`src/rtl/exec_wb_stage.sv`:
```
// Execute/writeback stage: holds the architectural NZCV flags, evaluates the
// condition field against them, and queues register-file writes in a small
// FIFO so the ALU can keep issuing while the register file is busy.
module exec_wb_stage #(
  parameter int DEPTH = 2
) (
  input  logic                       clk,
  input  logic                       rst_n,
  input  logic                       in_valid,
  output logic                       in_ready,
  input  logic [31:0]                in_result,
  input  logic [3:0]                 in_flags,
  input  logic [3:0]                 in_rd,
  input  logic                       in_wr_reg,
  input  logic                       in_set_flags,
  output logic [3:0]                 flag,
  input  logic [3:0]                 cond,
  output logic                       cond_pass,
  output logic                       rf_we,
  output logic [3:0]                 rf_waddr,
  output logic [31:0]                rf_wdata,
  input  logic                       rf_ready,
  input  logic                       flush,
  output logic [$clog2(DEPTH):0]     count
);

  // Pointer width stays at least one bit so a degenerate DEPTH still elaborates.
  localparam int PW = (DEPTH > 1) ? $clog2(DEPTH) : 1;
  localparam int CW = $clog2(DEPTH) + 1;
  localparam logic [CW-1:0] DEPTH_C = CW'(DEPTH);

  logic [35:0]   mem_q [DEPTH];
  logic [PW-1:0] wr_ptr_q, wr_ptr_d;
  logic [PW-1:0] rd_ptr_q, rd_ptr_d;
  logic [CW-1:0] count_q, count_d;
  logic [3:0]    flag_q, flag_d;

  logic accept;
  logic push;
  logic pop;
  logic [35:0] head;

  logic n_f, z_f, c_f, v_f;

  // Handshake and queue bookkeeping; flush overrides everything except the flags.
  always_comb begin
    in_ready = (count_q < DEPTH_C) & ~flush;
    accept   = in_valid & in_ready;
    push     = accept & in_wr_reg;
    pop      = (count_q != '0) & rf_ready & ~flush;

    wr_ptr_d = wr_ptr_q;
    rd_ptr_d = rd_ptr_q;
    count_d  = count_q;

    if (flush) begin
      wr_ptr_d = '0;
      rd_ptr_d = '0;
      count_d  = '0;
    end else begin
      if (push) wr_ptr_d = wr_ptr_q + PW'(1);
      if (pop)  rd_ptr_d = rd_ptr_q + PW'(1);
      case ({push, pop})
        2'b10:   count_d = count_q + CW'(1);
        2'b01:   count_d = count_q - CW'(1);
        default: count_d = count_q;
      endcase
    end
  end

  // Flags follow any accepted instruction that sets them, whether or not it writes a register.
  always_comb begin
    flag_d = flag_q;
    if (accept && in_set_flags) flag_d = in_flags;
  end

  // Control state with asynchronous reset.
  always_ff @(posedge clk or negedge rst_n) begin
    if (!rst_n) begin
      wr_ptr_q <= '0;
      rd_ptr_q <= '0;
      count_q  <= '0;
      flag_q   <= 4'b0000;
    end else begin
      wr_ptr_q <= wr_ptr_d;
      rd_ptr_q <= rd_ptr_d;
      count_q  <= count_d;
      flag_q   <= flag_d;
    end
  end

  // Queue storage; contents are qualified by count so they need no reset.
  always_ff @(posedge clk) begin
    if (push) mem_q[wr_ptr_q] <= {in_rd, in_result};
  end

  // Register-file port driven purely from stored state.
  always_comb begin
    head     = mem_q[rd_ptr_q];
    rf_we    = (count_q != '0);
    rf_waddr = head[35:32];
    rf_wdata = head[31:0];
    count    = count_q;
    flag     = flag_q;
  end

  // Condition evaluation against the registered flags.
  always_comb begin
    n_f = flag_q[3];
    z_f = flag_q[2];
    c_f = flag_q[1];
    v_f = flag_q[0];
    cond_pass = 1'b0;
    case (cond)
      4'h0: cond_pass = z_f;
      4'h1: cond_pass = ~z_f;
      4'h2: cond_pass = c_f;
      4'h3: cond_pass = ~c_f;
      4'h4: cond_pass = n_f;
      4'h5: cond_pass = ~n_f;
      4'h6: cond_pass = v_f;
      4'h7: cond_pass = ~v_f;
      4'h8: cond_pass = c_f & ~z_f;
      4'h9: cond_pass = ~c_f | z_f;
      4'hA: cond_pass = (n_f == v_f);
      4'hB: cond_pass = (n_f != v_f);
      4'hC: cond_pass = ~z_f & (n_f == v_f);
      4'hD: cond_pass = z_f | (n_f != v_f);
      4'hE: cond_pass = 1'b1;
      default: cond_pass = 1'b0;
    endcase
  end

endmodule

```
`config.mk`:
```
export PLATFORM = sky130hd
export DESIGN_NAME = exec_wb_stage
export DESIGN_NICKNAME = d
export VERILOG_FILES = /design/src/rtl/exec_wb_stage.sv
export SDC_FILE = /design/constraint.sdc
export NUM_CORES = 1
export LEC_CHECK = 0
export ABC_AREA = 1
export BUFFER_PORTS_ARGS = -buffer_cell sky130_fd_sc_hd__buf_4
export CORE_MARGIN = 2
export CORE_UTILIZATION = 46
export DETAILED_ROUTE_END_ITERATION = 8
export HOLD_SLACK_MARGIN = 0.12
export PLACE_DENSITY = 0.71
export SETUP_SLACK_MARGIN = 0.3
export SLEW_MARGIN = 20
export SYNTH_ARGS = -nofsm -noshare
export SYNTH_HDL_FRONTEND = slang
export SYNTH_SLANG_ARGS = --single-unit
```
`constraint.sdc`:
```
create_clock -name clk -period 2.5 [get_ports clk]
set_clock_uncertainty 0.05 [all_clocks]
set_input_delay 0.25 -clock clk [delete_from_list [all_inputs] [get_ports clk]]
set_output_delay 0.25 -clock clk [all_outputs]
set_load 0.02 [all_outputs]
```
==> reports/qor.yml, run 1 <==
drt_iter0_markers: 160
h-tree-depth: 3
fmaxAchievable_ghz: 0.499
seq_power_share: 0.500
routed_wl_um: 6700
critPathMaxFanout: 22
clockRootBuffer: "clkbuf_8"
clk_pin_slew_worst_paths_ns: 0.08
leakagePower_nw: 2.07
tritoncts: "done"
combPwrFrac: 0.243
clockBufferDepth: 2
clkPwrFrac: 0.256
antenna_cells: 0
vias_per_cell: 4.60
worstRegToRegCells: 4
status: "completed"
synth_fp_nets: 343
hold_violations: 0
power_density_mw_per_mm2: 660
dp_cells: 479
p_int_mw: 2.19
period_minus_slack_ns: 2.00
fin_cells: 535
fill_cells: 528
io_pins: 96
grt_first_pass_wirelength_um: 10600
setup.worst_path.class: "reg -> out"
netlist_area_mm2: 0.00326
grt_pass1_vias: 2371
core_mm2: 0.00683
finalCritPeriodShare: 0.802
rsz0062_at_grt: "no"
relSlewSlack: 0.616
reg2reg_slack_ns: 0.77
synth_seq_area_share: 0.725
power_switching_uw: 896
grt_max_degree: 38
yosysUniqueCellTypes: 21
syn_area_per_cell_um2: 11.2
dieArea_mm2: 0.00777
cts_resized: 0
drt_first_pass_iters: 4
drv_slew: 0
route.antenna.remaining_nets: 0
hold_class: "in -> reg"
start_kind: "flop"
critPathRequiredTime_ns: 2.20
synthCells: 292
ys_ff_latch: 80
worstSkewPairLatency_ns: 0.34
worstSetupEndpointType: "output pin"
fp.dieH_um: 88.2
nNetsFinal: 485
synth_warnings: 0
cts_buffers: 9
max_cap_viol_count: 0
fin_setup_tns_ns: 0
report.final.setup_viol: 0
tightestPinTransition_ns: 0.575
drive_gt1_frac: 0.287
die_w_um: 88.2
p_sw_frac: 0.291
arrival_ns: 1.70
antenna_found_initial: 0
route.vias.total: 2461
drc: 0
dpl.hpwl_um: 4250
start_util: 0.477
grt_overflow: 0
cts_sinks: 80
grt_use_total: 0.182
io_buffer_count: 95
post_drt_wl_per_cell_um: 12.5
place.gp.congestion: 0.892
area_delta_synth_final_pct: 43.4
num_rows: 30
peakVddDrop_uv: 567
hold_depth: 3
worst max-delay path, stage by stage (launching register included):
cell and delay [ns]:
dfrtp_1 0.38, inv_1 0.43, buf_12 0.24, nand2_1 0.07, nand2_1 0.10, buf_4 0.15
layer usage:
layer  wire length, um  vias up  track usage
met3               360        9       0.0349
met4               101        0       0.0840
met5                 0        -            0
met1              2810     1139        0.230
met2              3430       75        0.303
li1                  -     1238            -
repair_timing:
action,CTS,global route
hold buffers,40,0
hold endpoints to repair,83,0
buffers inserted,0,0
cell usage after synthesis:
cell type,n,share of area
nor2_1,14,0.016
a21oi_1,7,0.011
o21bai_1,1,0.0023
nand3_4,2,0.011
nand2_1,141,0.16
nor2_4,1,0.0035
nand2_2,3,0.0058
edfxtp_1,72,0.66
nand3_1,10,0.015
buf_4,2,0.0046
o21ai_0,2,0.0031
dfrtp_1,8,0.061
inv_2,2,0.0023
inv_1,17,0.020
buf_2,3,0.0046
nand3_2,1,0.0031
nand2_4,1,0.0035
a21oi_2,1,0.0027
o21ai_1,1,0.0015
buf_1,1,0.0012
clkbuf_1,2,0.0023
cells by family (layout without fill, tap and decap cells):
logic type / count (synthesis) / in the layout / synth area share
buffers and inverters: 27 / 174 / 0.0345
AOI/OAI and AO/OA: 12 / 12 / 0.0203
DFF: 80 / 80 / 0.725
and+or+nand+nor: 173 / 173 / 0.220
area by class of cell:
type	count	area (um2)	share of cell area
sequential	80	2360	0.505
timing repair buffer	139	1160	0.247
multi-input combinational	185	800	0.171
clock buffer	10	128	0.0273
tap	96	120	0.0257
inverter	19	71.3	0.0153
clock inverter	6	36.3	0.00776
through the flow:
stage | total power, mW | hold slack, ns | worst slack, ns | area, um2 | util
after floorplan | 1.95 | -0.0956 | 0.164 | 3260 | -
after global placement | 2.26 | 0.0297 | 0.799 | 4110 | 0.601
after detailed placement | 2.27 | 0.0246 | 0.773 | 4110 | 0.601
after CTS | 3.10 | 0.120 | 0.458 | 4670 | 0.684
after global routing | 3.23 | 0.123 | 0.421 | 4670 | 0.684
final | 3.08 | 0.132 | 0.496 | 4670 | 0.684
power groups by stage:
stage / registers [mW] / clock network (mW) / logic (mW)
after detailed placement: 1.57 / 0 / 0.702
final: 1.54 / 0.789 / 0.751
after CTS: 1.54 / 0.802 / 0.754
after global routing: 1.55 / 0.864 / 0.818
after global placement: 1.57 / 0 / 0.693
after floorplan: 1.59 / 0 / 0.363
registers in the layout (all words and copies together), names as in the netlist:
register / cells
count: 2
rd_ptr_q: 1
mem_q: 72
wr_ptr_q: 1
flag: 4
final timing paths:
path | endpoint | start
min in group asynchronous | count[1] | rst_n
min | flag[1] | in_flags[1]
max in group asynchronous | flag[2] | rst_n
max reg2reg | mem_q[0][34] | count[1]
max | rf_waddr[1] | rd_ptr_q
min reg2reg | flag[2] | flag[2]
layout by cell type, fill, tap and decap left out:
cell type      count
nand2_1          141
o21ai_1            1
nand2_4            1
clkbuf_1           1
clkinv_1           1
buf_12             1
a21oi_1            7
dfrtp_1            8
clkinv_4           2
inv_1             17
nand2_2            3
nand3_4            2
dlygate4sd3_1     40
inv_2              2
o21bai_1           1
nand3_2            1
buf_4             98
nor2_4             3
edfxtp_1          72
nand3_1           10
a21oi_2            1
clkinv_2           3
o21ai_0            2
nor2_1            12
clkbuf_8           9
Note: power is estimated with default switching activity, not from simulation.
==> run 2, diff against run 1 <==
- ABC_AREA: 1 -> 0
- clock period: 2.5 -> 1.6 ns (I/O delays scaled with it)
==> run 2 against run 1 <==
Against the previous run:
- the flow now finishes with violations (setup timing)
- cell count is 17% lower
- global-route usage grew 3.1 points
- non-clock buffer count rose by 43
- final area up 19%
- critical endpoint is now cond_pass
- highest routed layer unchanged
==> reports/qor.yml, run 2 <==
num_rows: 30  # unchanged
netlist_area_mm2: 0.00320  # was 0.00326 mm2
place.gp.congestion: 0.763  # was 0.892
largest_reg_flops: 72  # unchanged
status: "finished with violations"  # was completed
grt_max_degree: 16  # was 38
arrival_ns: 1.75  # was 1.70 ns
antenna_found_initial: 0  # unchanged
fin_setup_tns_ns: -4.33  # was 0 ns
synthCells: 176  # was 292
cts_buffers: 9  # unchanged
drt_iter0_markers: 103  # was 160
hold_class: "in -> reg"  # unchanged
drive_gt1_frac: 0.571  # was 0.287
worstSetupEndpointType: "output pin"  # unchanged
routed_wl_um: 8330  # was 6700 um
route.top_layer_used: "met4"  # unchanged
worstPathCellList: "o21ba_2 -> o2bb2ai_1 -> a221oi_2 -> o221ai_4 -> buf_6"  # was inv_1 -> buf_12 -> nand2_1 -> nand2_1 -> buf_4
critPathRequiredTime_ns: 1.39  # was 2.20 ns
dieArea_mm2: 0.00763  # was 0.00777 mm2
report.final.setup_viol: 37  # was 0
grt_pass1_vias: 2290  # was 2371
critPathMaxFanout: 7  # was 22
synth_warnings: 0  # unchanged
relSlewSlack: 0.742  # was 0.616
synth_top_area_cell: "edfxtp_1"  # unchanged
worstSkewPairLatency_ns: 0.34  # about the same
clk_pin_slew_worst_paths_ns: 0.09  # was 0.08 ns
slowest_delay_ns: 0.46  # was 0.43 ns
syn_area_per_cell_um2: 18.2  # was 11.2 um2
tritoncts: "done"  # unchanged
max_cap_viol_count: 0  # unchanged
grt_overflow: 0  # unchanged
route.antenna.remaining_nets: 0  # unchanged
cp_top_family: "compound AO/OA/AOI/OAI gates"  # was buffers and inverters
route.vias.total: 2245  # was 2461
ys.flop_type: "edfxtp_1"  # unchanged
grt_first_pass_wirelength_um: 11700  # was 10600 um
power.total_mw: 4.68  # was 3.08 mW
die_w_um: 87.3  # was 88.2 um
synth_edf_count: 72  # unchanged
setup.worst_path.class: "reg -> out"  # unchanged
synth_seq_area_share: 0.739  # was 0.725
async_flop_share: 0.100  # unchanged
nNetsFinal: 412  # was 485
start_kind: "flop"  # unchanged
dpl_worst_slack_ns: -0.00353  # was 0.773 ns
period_minus_slack_ns: 1.96
rsz0062_at_grt: "yes"  # was no
failed_checks: "setup timing"
io_pins: 96  # unchanged
antenna_cells: 0  # unchanged
leakagePower_nw: 2.16  # was 2.07 nW
start_util: 0.473  # was 0.477
path_buf_inv: 1  # was 3
wl_met3_um: 348  # was 360 um
layout_commonest_cell: "edfxtp_1"  # was nand2_1
area_delta_synth_final_pct: 73.7  # was 43.4%
critPathSlowestCell: "dfrtp_2"  # was inv_1
vias_per_cell: 5.03  # was 4.60
clockRootBuffer: "clkbuf_8"  # unchanged
regMostFlops: "mem_q"  # unchanged
detailroute.wirelength.met2_um: 4550  # was 3430 um
hold_violations: 0  # unchanged
grt_use_total: 0.213  # was 0.182
drc: 0  # unchanged
worst_slack_ns: -0.357  # was 0.496 ns
netlist_top_cells_count: "edfxtp_1, mux2_2, dfrtp_1, a21oi_1, buf_2"  # was nand2_1, edfxtp_1, inv_1, nor2_1, nand3_1
dpl.hpwl_um: 3860  # was 4250 um
tightestPinTransition_ns: 0.383  # was 0.575 ns
ys_ff_latch: 80  # unchanged
clockBufferDepth: 2  # unchanged
drt_first_pass_iters: 4  # unchanged
yosysMostFrequentCell: "edfxtp_1"  # was nand2_1
post_drt_wl_per_cell_um: 18.7  # was 12.5 um
drv_slew: 0  # unchanged
core_mm2: 0.00676  # was 0.00683 mm2
synth_top_area_share: 0.677  # was 0.663
cts_sinks: 80  # unchanged
wl_met1_um: 3330  # was 2810 um
fp.dieH_um: 87.3  # was 88.2 um
layout.cells.most_common_list: "edfxtp_1, buf_4, buf_6, dlygate4sd3_1, mux2_2"  # was nand2_1, buf_4, edfxtp_1, dlygate4sd3_1, inv_1
power_density_mw_per_mm2: 843  # was 660 mW/mm2
synthTopCellsByArea: "edfxtp_1, mux2_2, dfrtp_1"  # was edfxtp_1, nand2_1, dfrtp_1
fmaxAchievable_ghz: 0.511
yosysUniqueCellTypes: 33  # was 21
synth_fp_nets: 227  # was 343
io_buffer_count: 95  # unchanged
h-tree-depth: 3  # unchanged
finalCritPeriodShare: 1.22
peakVddDrop_uv: 704  # was 567 uV
fin_util: 0.821  # was 0.684
run 2: tightest hold or removal path, cell delays in order:
cell and delay [ns]:
buf_4 0.08, and3_4 0.22, mux2_4 0.16
run 2: metal layers:
metal,vias to the layer above,global-route usage
met3,8,0.0569
met2,67,0.364
li1,1060,-
met5,-,0
met4,0,0.0839
met1,1110,0.256
run 2: path summary, 6_finish.rpt:
kind                              start          end  slack (ns)  cells after the start
min in group asynchronous         rst_n      flag[1]        0.73                      3
setup reg to reg               count[1]  mem_q[1][3]        0.01                      5
hold reg to reg                 flag[2]      flag[2]        0.58                      1
hold / removal             in_set_flags      flag[0]        0.26                      3
max in group asynchronous         rst_n     rd_ptr_q        0.48                      3
setup / recovery                flag[2]    cond_pass       -0.36                      5
run 2: final cells by class:
type                            instances  area (um2)
Sequential cell                        80        2370
Timing Repair Buffer                  182        2000
Fill cell                             341        1210
Multi-Input combinational cell         87         897
Clock buffer                            9         124
Tap cell                               80         100
Clock inverter                          7        53.8
Inverter                                1        3.75
run 2: through the flow:
stage / area [um2] / std cells / hold WS [ns]
global placement: 4110 / 349 / -0.0672
finish: 5550 / 446 / 0.262
floorplan: 3280 / 176 / -0.186
global route: 5550 / 446 / 0.239
CTS: 5350 / 440 / 0.236
detailed placement: 4110 / 349 / -0.0639
run 2: cells by family (layout without fill, tap and decap cells):
family / Yosys count / count (layout) / synth area share
compound gates: 17 / 17 / 0.0356
xor+xnor: 4 / 4 / 0.0110
buf+inv: 9 / 199 / 0.0176
flops: 80 / 80 / 0.739
mux: 40 / 40 / 0.146
simple gates: 26 / 26 / 0.0509
run 2: what timing repair did:
action | in CTS | in global routing
buffers inserted | 21 | 3
pin swaps | 9 | 8
hold endpoints to repair | 88 | 0
endpoints found under the setup margin | 115 | 119
hold buffers | 46 | 0
gates resized for setup | 57 | 26
gates cloned | 8 | 3
run 2: report_power, final:
group	internal [mW]	leakage, nW	switching (mW)	total [mW]
Combinational	0.555	1.33	0.376	0.930
Clock	0.577	0.0843	0.774	1.35
Sequential	2.34	0.749	0.0511	2.40
Total	3.48	2.16	1.20	4.68
